===== config.mk =====
export PLATFORM = sky130hd
export DESIGN_NAME = dcache_responder_flat
export DESIGN_NICKNAME = d
export VERILOG_FILES = /design/src/rtl/dcache_responder_if.sv /design/src/rtl/dcache_responder.sv /design/src/flat_wrapper.sv
export SDC_FILE = /design/constraint.sdc
export NUM_CORES = 2
export LEC_CHECK = 0
export BUFFER_PORTS_ARGS = -buffer_cell sky130_fd_sc_hd__buf_2
export CAP_MARGIN = 15
export CORE_MARGIN = 2
export CORE_UTILIZATION = 40
export DETAILED_ROUTE_END_ITERATION = 6
export HOLD_SLACK_MARGIN = 0.12
export REMOVE_ABC_BUFFERS = 1
export SLEW_MARGIN = 20
export SYNTH_ARGS = -nofsm -noshare
export SYNTH_HDL_FRONTEND = slang
export SYNTH_MEMORY_MAX_BITS = 65536
export SYNTH_SLANG_ARGS = --single-unit

===== constraint.sdc =====
create_clock -name clk -period 36 [get_ports clk]
set_input_delay 1.8 -clock clk [delete_from_list [all_inputs] [get_ports clk]]
set_output_delay 1.8 -clock clk [all_outputs]
set_load 0.03 [all_outputs]

===== src/rtl/dcache_responder_if.sv =====
`default_nettype none
// ============================================================================
// Module      : dcache_responder_if
// Description : Bundles the requester-side (ufp) and line-memory-side (dfp)
//               signals of the data cache. The slave modport is the cache's
//               view; the master modport is the surrounding system's view.
// Revision    : 1.0 - initial release
// ============================================================================
interface dcache_responder_if #(
    parameter int LINE_BITS = 256
);
    logic [31:0]          ufp_addr;
    logic [3:0]           ufp_rmask;
    logic [3:0]           ufp_wmask;
    logic [31:0]          ufp_wdata;
    logic [31:0]          ufp_rdata;
    logic                 ufp_resp;

    logic [31:0]          dfp_addr;
    logic                 dfp_read;
    logic                 dfp_write;
    logic [LINE_BITS-1:0] dfp_wdata;
    logic [LINE_BITS-1:0] dfp_rdata;
    logic                 dfp_resp;

    modport slave (
        input  ufp_addr, ufp_rmask, ufp_wmask, ufp_wdata,
        output ufp_rdata, ufp_resp,
        output dfp_addr, dfp_read, dfp_write, dfp_wdata,
        input  dfp_rdata, dfp_resp
    );

    modport master (
        output ufp_addr, ufp_rmask, ufp_wmask, ufp_wdata,
        input  ufp_rdata, ufp_resp,
        input  dfp_addr, dfp_read, dfp_write, dfp_wdata,
        output dfp_rdata, dfp_resp
    );
endinterface
`default_nettype wire


===== src/rtl/dcache_responder.sv =====
`default_nettype none
// ============================================================================
// Module      : dcache_responder
// Description : Blocking, direct-mapped, write-back, write-allocate data
//               cache. Responds to single-word requests and fetches/evicts
//               whole lines over the line memory port.
// Revision    : 1.0 - initial release
// ============================================================================
module dcache_responder #(
    parameter int NUM_SETS  = 16,
    parameter int LINE_BITS = 256
) (
    input  logic              clk,
    input  logic              rst,
    dcache_responder_if.slave bus
);
    localparam int OFFSET_W = $clog2(LINE_BITS / 8);
    localparam int SET_W    = $clog2(NUM_SETS);
    localparam int TAG_W    = 32 - SET_W - OFFSET_W;
    localparam int WORD_W   = OFFSET_W - 2;

    localparam logic [1:0] S_IDLE      = 2'd0;
    localparam logic [1:0] S_COMPARE   = 2'd1;
    localparam logic [1:0] S_WRITEBACK = 2'd2;
    localparam logic [1:0] S_ALLOCATE  = 2'd3;

    logic [1:0]           r_state;
    logic [1:0]           w_next_state;

    // Latched request; the byte-offset bits within a word are never needed.
    logic [31:2]          r_addr;
    logic [3:0]           r_wmask;
    logic [31:0]          r_wdata;

    logic [NUM_SETS-1:0]  r_valid;
    logic [NUM_SETS-1:0]  r_dirty;
    logic [TAG_W-1:0]     r_tag  [NUM_SETS];
    logic [LINE_BITS-1:0] r_data [NUM_SETS];

    logic [SET_W-1:0]     w_set;
    logic [TAG_W-1:0]     w_tag;
    logic [WORD_W-1:0]    w_word;
    logic                 w_hit;
    logic                 w_req;
    logic [LINE_BITS-1:0] w_line;
    logic [LINE_BITS-1:0] w_merged_line;

    assign w_set  = r_addr[OFFSET_W +: SET_W];
    assign w_tag  = r_addr[31 -: TAG_W];
    assign w_word = r_addr[2 +: WORD_W];
    assign w_line = r_data[w_set];
    assign w_hit  = r_valid[w_set] && (r_tag[w_set] == w_tag);
    assign w_req  = (|bus.ufp_rmask) || (|bus.ufp_wmask);

    // Line image after applying the latched write bytes to the addressed word.
    always_comb begin
        w_merged_line = w_line;
        for (int i = 0; i < 4; i++) begin
            if (r_wmask[i]) begin
                w_merged_line[{w_word, 2'(i), 3'b000} +: 8] = r_wdata[8*i +: 8];
            end
        end
    end

    // State register.
    always_ff @(posedge clk or posedge rst) begin
        if (rst) begin
            r_state <= S_IDLE;
        end else begin
            r_state <= w_next_state;
        end
    end

    // Next-state logic.
    always_comb begin
        w_next_state = r_state;
        case (r_state)
            S_IDLE:      if (w_req) w_next_state = S_COMPARE;
            S_COMPARE: begin
                if (w_hit)                             w_next_state = S_IDLE;
                else if (r_valid[w_set] && r_dirty[w_set]) w_next_state = S_WRITEBACK;
                else                                   w_next_state = S_ALLOCATE;
            end
            S_WRITEBACK: if (bus.dfp_resp) w_next_state = S_ALLOCATE;
            S_ALLOCATE:  if (bus.dfp_resp) w_next_state = S_COMPARE;
            default:     w_next_state = S_IDLE;
        endcase
    end

    // Output decode; everything not driven by the current state stays at zero.
    always_comb begin
        bus.ufp_resp  = 1'b0;
        bus.ufp_rdata = '0;
        bus.dfp_read  = 1'b0;
        bus.dfp_write = 1'b0;
        bus.dfp_addr  = '0;
        bus.dfp_wdata = '0;
        case (r_state)
            S_COMPARE: begin
                if (w_hit) begin
                    bus.ufp_resp  = 1'b1;
                    bus.ufp_rdata = w_line[{w_word, 5'b00000} +: 32];
                end
            end
            S_WRITEBACK: begin
                bus.dfp_write = 1'b1;
                bus.dfp_addr  = {r_tag[w_set], w_set, {OFFSET_W{1'b0}}};
                bus.dfp_wdata = w_line;
            end
            S_ALLOCATE: begin
                bus.dfp_read = 1'b1;
                bus.dfp_addr = {w_tag, w_set, {OFFSET_W{1'b0}}};
            end
            default: ;
        endcase
    end

    // Capture the request when it is accepted out of IDLE.
    always_ff @(posedge clk) begin
        if (r_state == S_IDLE && w_req) begin
            r_addr  <= bus.ufp_addr[31:2];
            r_wmask <= bus.ufp_wmask;
            r_wdata <= bus.ufp_wdata;
        end
    end

    // Valid/dirty bookkeeping; these are the only storage bits that need reset.
    always_ff @(posedge clk or posedge rst) begin
        if (rst) begin
            r_valid <= '0;
            r_dirty <= '0;
        end else begin
            if (r_state == S_COMPARE && w_hit && (|r_wmask)) begin
                r_dirty[w_set] <= 1'b1;
            end else if (r_state == S_WRITEBACK && bus.dfp_resp) begin
                r_dirty[w_set] <= 1'b0;
            end else if (r_state == S_ALLOCATE && bus.dfp_resp) begin
                r_valid[w_set] <= 1'b1;
                r_dirty[w_set] <= 1'b0;
            end
        end
    end

    // Tag and line storage: filled on allocate, byte-merged on a write hit.
    always_ff @(posedge clk) begin
        if (r_state == S_ALLOCATE && bus.dfp_resp) begin
            r_data[w_set] <= bus.dfp_rdata;
            r_tag[w_set]  <= w_tag;
        end else if (r_state == S_COMPARE && w_hit && (|r_wmask)) begin
            r_data[w_set] <= w_merged_line;
        end
    end
endmodule
`default_nettype wire


===== src/flat_wrapper.sv =====
// flat-port wrapper written by rule: the top's interface ports become plain ports
module dcache_responder_flat 
#(
    parameter int NUM_SETS  = 16,
    parameter int LINE_BITS = 256
)
  (clk, rst, bus_ufp_addr, bus_ufp_rmask, bus_ufp_wmask, bus_ufp_wdata, bus_ufp_rdata, bus_ufp_resp, bus_dfp_addr, bus_dfp_read, bus_dfp_write, bus_dfp_wdata, bus_dfp_rdata, bus_dfp_resp);
  dcache_responder_if #(.LINE_BITS(LINE_BITS)) bus_i ();
  input  logic clk;
  input  logic rst;
  input wire logic [$bits(bus_i.ufp_addr)-1:0] bus_ufp_addr;
  input wire logic [$bits(bus_i.ufp_rmask)-1:0] bus_ufp_rmask;
  input wire logic [$bits(bus_i.ufp_wmask)-1:0] bus_ufp_wmask;
  input wire logic [$bits(bus_i.ufp_wdata)-1:0] bus_ufp_wdata;
  output wire logic [$bits(bus_i.ufp_rdata)-1:0] bus_ufp_rdata;
  output wire logic [$bits(bus_i.ufp_resp)-1:0] bus_ufp_resp;
  output wire logic [$bits(bus_i.dfp_addr)-1:0] bus_dfp_addr;
  output wire logic [$bits(bus_i.dfp_read)-1:0] bus_dfp_read;
  output wire logic [$bits(bus_i.dfp_write)-1:0] bus_dfp_write;
  output wire logic [$bits(bus_i.dfp_wdata)-1:0] bus_dfp_wdata;
  input wire logic [$bits(bus_i.dfp_rdata)-1:0] bus_dfp_rdata;
  input wire logic [$bits(bus_i.dfp_resp)-1:0] bus_dfp_resp;
  assign bus_i.ufp_addr = bus_ufp_addr;
  assign bus_i.ufp_rmask = bus_ufp_rmask;
  assign bus_i.ufp_wmask = bus_ufp_wmask;
  assign bus_i.ufp_wdata = bus_ufp_wdata;
  assign bus_ufp_rdata = bus_i.ufp_rdata;
  assign bus_ufp_resp = bus_i.ufp_resp;
  assign bus_dfp_addr = bus_i.dfp_addr;
  assign bus_dfp_read = bus_i.dfp_read;
  assign bus_dfp_write = bus_i.dfp_write;
  assign bus_dfp_wdata = bus_i.dfp_wdata;
  assign bus_i.dfp_rdata = bus_dfp_rdata;
  assign bus_i.dfp_resp = bus_dfp_resp;
  dcache_responder #(.NUM_SETS(NUM_SETS), .LINE_BITS(LINE_BITS)) u_core (.clk(clk), .rst(rst), .bus(bus_i));
endmodule

# Word level (Yosys, flattened, before mapping)
# Memories as Yosys holds them, arrays and structs flattened. A register that Yosys moved wholly into a read port is not among the register bits.
# Cells that the tools add are included.
# Widths: inputs -> output; s select.
[classes]
add_sub_neg = 4
magnitude_cmp = 2
n_eq_ne = 7
shift = 9
muxes = 39
n_bitwise = 7
reduce_logical = 16
[op_table]
columns = ["operator", "count"]
rows = [
  ["$mux 256", 6],
  ["$bwmux 256", 4],
  ["$shift 8x10->256 const A", 4],
  ["$shiftx 8x10->256", 4],
  ["$shiftx 256x9->32", 1],
  ["$mux 32", 2],
  ["$pmux 32 s2", 1],
  ["$mux 16", 3],
  ["$neg 8->10", 4],
  ["$or 16x16->16", 2],
  ["$eq 23x23->1", 1],
  ["$and 16x16->16", 1],
  ["$not 16->16", 1],
  ["$mux 1", 13],
  ["$reduce_or 4->1", 3],
  ["$bmux 1 s4", 2],
  ["$logic_and 1x1->1", 8],
  ["$mux 2", 4],
  ["$mux 4", 2],
  ["$pmux 2 s4", 1],
  ["$reduce_and 3->1", 2],
  ["$lt 4x5->1 const B", 1],
  ["$demux 1 s4", 1],
  ["$eq 2x2->1 const B", 2],
  ["9 further kinds", 11],
]
[totals]
reg_bits = 100
ramBits = 4464
input_bits = 331
output_inout_bits = 323
elab_cells = 92
memories = 2
[mem_list]
columns = ["name", "words", "word_bits", "rd", "rd_ports_with_merged_regs", "write_ports", "line", "source"]
rows = [
  ["u_core.r_data", 16, 256, 1, 1, 1, "dcache_responder.sv:38", "logic [LINE_BITS-1:0] r_data [NUM_SETS];"],
  ["u_core.r_tag", 16, 23, 1, 1, 1, "dcache_responder.sv:37", "logic [TAG_W-1:0] r_tag [NUM_SETS];"],
]

# Logic depth before layout (Yosys ltp)
[depth]
depth_word = 11
depth_mapped = 16
ltp_nobuf = 8

# Worst setup path before layout
# OpenSTA, ideal clock, no wires.
[synth_timing]
path_type = "register to register"
from = "reg with a tool-made name"
to = "mem u_core.r_data[10][0] (enable)"
setup_ns = 0.959
t_arrival_ns = 15.449
t_required_ns = 35.041
path_slack_ns = 19.592
stages_incl_launch_ff = 13
path_buffers = 4
synth_period_minus_slack_ns = 16.408
cell_sequence = "dfxtp_1 -> buf_2 -> buf_1 -> mux4_2 -> a32oi_1 -> nor2_1 -> a211o_1 -> a2111oi_0 -> nand4_1 -> or4_1 -> buf_2 -> buf_2 -> a21oi_1"
[synth_lines]
columns = ["element", "line"]
rows = [
  ["end, declared", "dcache_responder.sv:38"],
]

==> reports/metrics.csv <==
stage,metric,value,unit
yosys,synthMuxAreaShare,19.8,%
global_route,antenna_found_initial,53,
critical_path,critPathMaxFanout,65,
route,vias,91600,
cts,root_buffer,clkbuf_16,
global_route,track_usage,22.3,%
cts,ctsHoldBuffers,0,
route,first_pass_iters,5,
yosys,ys_top_cells_by_area,"edfxtp_1 (74%), mux4_2 (17%), mux2_2 (1.1%)",
placed_design,placed_area,0.194,mm²
critical_path,setup.worst_path.end,bus_ufp_rdata[9],
final_layout,fin_area,0.209,mm²
yosys,synth_compound_area_share,1.52,%
yosys,synth_area,0.183,mm²
timing,fmaxAchievable,0.0992,GHz
global_route,grt_start_max_net_pins,117,
yosys,async_flop_share,0.744,%
global_route,busiest_layer,met2,
final_layout,area_delta_synth_final,14.4,%
cts,cts_buffer_depth,4,
route,wire_per_inst,33.8,µm
cts,clkSinkCount,4568,
yosys,synthAdderAreaFrac,0.0685,%
critical_path,r2r_cells,15,
critical_path,critPathArrivalTime,8.28,ns
flow_run,maxCapViolations,0,
cts,htreeDepth,5,
min_path,hold_class,reg -> reg,
timing,hold_violations,0,
yosys,yosysTopAreaCell,edfxtp_1,
yosys,yosysWarnings,0,
placed_design,io_buffer_count,646,
yosys,ys_seq_area_share,74.9,%
floorplanning,rows,248,
timing,tightest_slew,1.14,ns
floorplanning,coreArea,0.456,mm²
global_route,grt_pass1_wl,727,mm
cts,post_cts_buffers,0,
critical_path,crit_path_end_kind,primary output,
yosys,postSynthCellCount,8241,
cts,clock_latency,1.03,ns
yosys,synth_cell_types,66,
final_layout,drive_gt1_share,33.5,%
timing,rsz0062_at_grt,false,
global_route,use_met1,29.9,%
global_route,grtUsageMet3,3.81,%
cts,tritoncts,done,
critical_path,rr_endpoint,u_core.r_data[8][238]$_DFFE_PP_,
critical_path,r2r_slack,26.50,ns
timing,setup_viol,0,
yosys,synth_top_family_by_area,multiplexers,
timing,setup_slack,25.92,ns
floorplanning,die_area,0.462,mm²
cts,clk_pin_slew,0.06,ns
power,max-vdd-ir-drop,0.0583,mV
route,wl,525,mm
critical_path,path_class,reg -> out,
cts,numCtsBuffers,466,
route,ant_nets,0,
yosys,synthSimpleGateAreaFrac,2.31,%
floorplanning,pin_count,654,
placed_design,place_ws,26.39,ns
global_route,grt.overflow.total,0,
power,p_leak,66.6,nW
timing,relSlewSlack,23.7,%
route,drcViolationCount,0,
floorplanning,die_w,680,µm
floorplanning,die_h,680,µm
final_layout,nets,9464,
global_route,grt_pass1_vias,92900,
route,routed_via_density,5.90,
timing,setup_tns,0,ns
timing,finClkSkew,0.0910,ns
critical_path,critPathRequiredTime,34.20,ns
yosys,yosysTopAreaCellShare,74.4,%
route,drt-initial-drc-count,10100,
yosys,synthXorXnorAreaFrac,0.125,%
yosys,synth_ff_type,edfxtp_1,
critical_path,startpoint_type,flip-flop,
status,status,"complete, no violations",
yosys,synth-seq-cells,4568,
power,power_density,74.8,mW/mm²
yosys,synth.avg_cell_area,22.2,µm²
yosys,synth-edff-count,4530,
placed_design,dp_hpwl,291,mm
floorplanning,initial_utilization,40.1,%
cts,cts_resized,0,
placed_design,gp_congestion,0.776,
global_route,use_met2,37.2,%
timing,min_period_over_period,28.0,%
timing,period_minus_slack,10.08,ns
timing,drv_slew,0,
-- report_power, final --
part / switching (W) / leakage [nW] / internal (W)
Sequential: 0.000126 / 41.2 / 0.00602
Clock: 0.00206 / 7.22 / 0.00269
Combinational: 0.00269 / 18.2 / 0.00205
-- logic make-up (layout without fill, tap and decap cells) --
| family | count (synthesis) | count (layout) |
|---|---|---|
| buffers and inverters | 492 | 1750 |
| DFF | 4568 | 4568 |
| and+or+nand+nor | 859 | 859 |
| adders and majority gates | 10 | 10 |
| AOI/OAI and AO/OA | 453 | 453 |
| xor gates and xnor gates | 26 | 26 |
| other | 1 | 25 |
| muxes | 1832 | 1832 |
-- how the worst min path moves through the flow --
stage	start	to	slack (ns)	cells after the start
global placement	u_core.r_valid[6]$_DFFE_PP0P_	u_core.r_valid[6]$_DFFE_PP0P_	0.43	1
finish	u_core.r_valid[0]$_DFFE_PP0P_	u_core.r_valid[0]$_DFFE_PP0P_	0.46	1
CTS	u_core.r_valid[0]$_DFFE_PP0P_	u_core.r_valid[0]$_DFFE_PP0P_	0.46	1
detailed placement	u_core.r_valid[0]$_DFFE_PP0P_	u_core.r_valid[0]$_DFFE_PP0P_	0.44	1
floorplan	u_core.r_valid[10]$_DFFE_PP0P_	u_core.r_valid[10]$_DFFE_PP0P_	0.42	1
global route	u_core.r_valid[10]$_DFFE_PP0P_	u_core.r_valid[10]$_DFFE_PP0P_	0.48	1
-- layout make-up --
cell class              instances  area [µm²]
multi-input cells            3185       44000
diodes                         20        50.0
flip-flops and latches       4568      137000
clock inverters               287        2850
clock buffers                 561       12100
well taps                    6000        7510
repair buffers                888        5490
fillers                     37700      246000
inverters                      14        80.1
-- per-stage QoR --
step	power (W)	utilization, %	hold slack (ns)	instances
finish	0.0156	45.9	0.459	15500
global placement	0.0110	42.5	0.433	14600
detailed placement	0.0110	42.6	0.443	14700
CTS	0.0158	45.9	0.457	15500
global route	0.0162	45.9	0.477	15500
floorplan	0.0138	-	0.423	7767
-- layer usage --
metal,vias to the layer above,part of all wire (%)
li1,36600,-
met1,50200,39
met2,4024,50
met3,719,7.4
met4,12,3.3
met5,-,0.023
-- flip-flops by register name (all words and copies together) (netlist names), named ones only --
register / flops
u_core.r_data: 4096
u_core.r_addr: 30
u_core.r_wmask: 4
u_core.r_tag: 368
u_core.r_wdata: 32
u_core.r_state: 2
u_core.r_valid: 16
-- Yosys cell counts (all sizes together), types with 5 or more instances --
cell type	instances
nor2	47
or2	5
mux2	337
edfxtp	4530
a32o	10
a221oi	6
o22ai	13
and3	5
dfrtp	34
a21o	16
clkbuf	257
a22o	45
inv	14
xnor2	9
xor2	17
nor4	8
nand2b	11
and2	274
a21oi	78
mux2i	95
nor3b	6
nand2	405
a22oi	9
o21ai	218
buf	221
mux4	1400
ha	10
a211oi	23
nor2b	28
nor3	28
nand3	23
-- worst max-delay path: stages (launching register included) --
cell and delay (ns):
dfxtp_4 0.92, buf_4 0.73, buf_4 0.92, buf_4 0.70, buf_4 0.80, buf_4 0.80, mux4_2 0.42, mux4_2 0.63
mux4_2 0.59, nand2_1 0.12, a21oi_1 0.07, buf_2 0.22
-- cells in the final DEF (no fill, tap or decap), types with 10 or more instances in the layout --
master and instances:
a21oi_4 16, inv_6 13, a32o_1 10, clkinvlp_4 21, clkinv_16 12, mux4_2 1400, nand3_1 19, edfxtp_1 4530
bufinv_16 41, nor2b_1 28, diode_2 20, mux2i_1 95, nor3_1 27, mux2_1 153, clkinv_1 115, mux2_2 184
xor2_1 17, clkbuf_16 469, nand2_1 397, nand2b_1 11, nor2_1 25, buf_2 646, dfrtp_1 34, a22o_1 45
nor2_4 13, buf_12 22, o21ai_0 202, o21ai_1 16, o22ai_1 13, clkinv_2 70, clkbuf_1 92, a21oi_1 62
a211oi_1 23, a21o_1 16, and2_1 274, buf_4 206
Power figures use the tool's default switching activity.
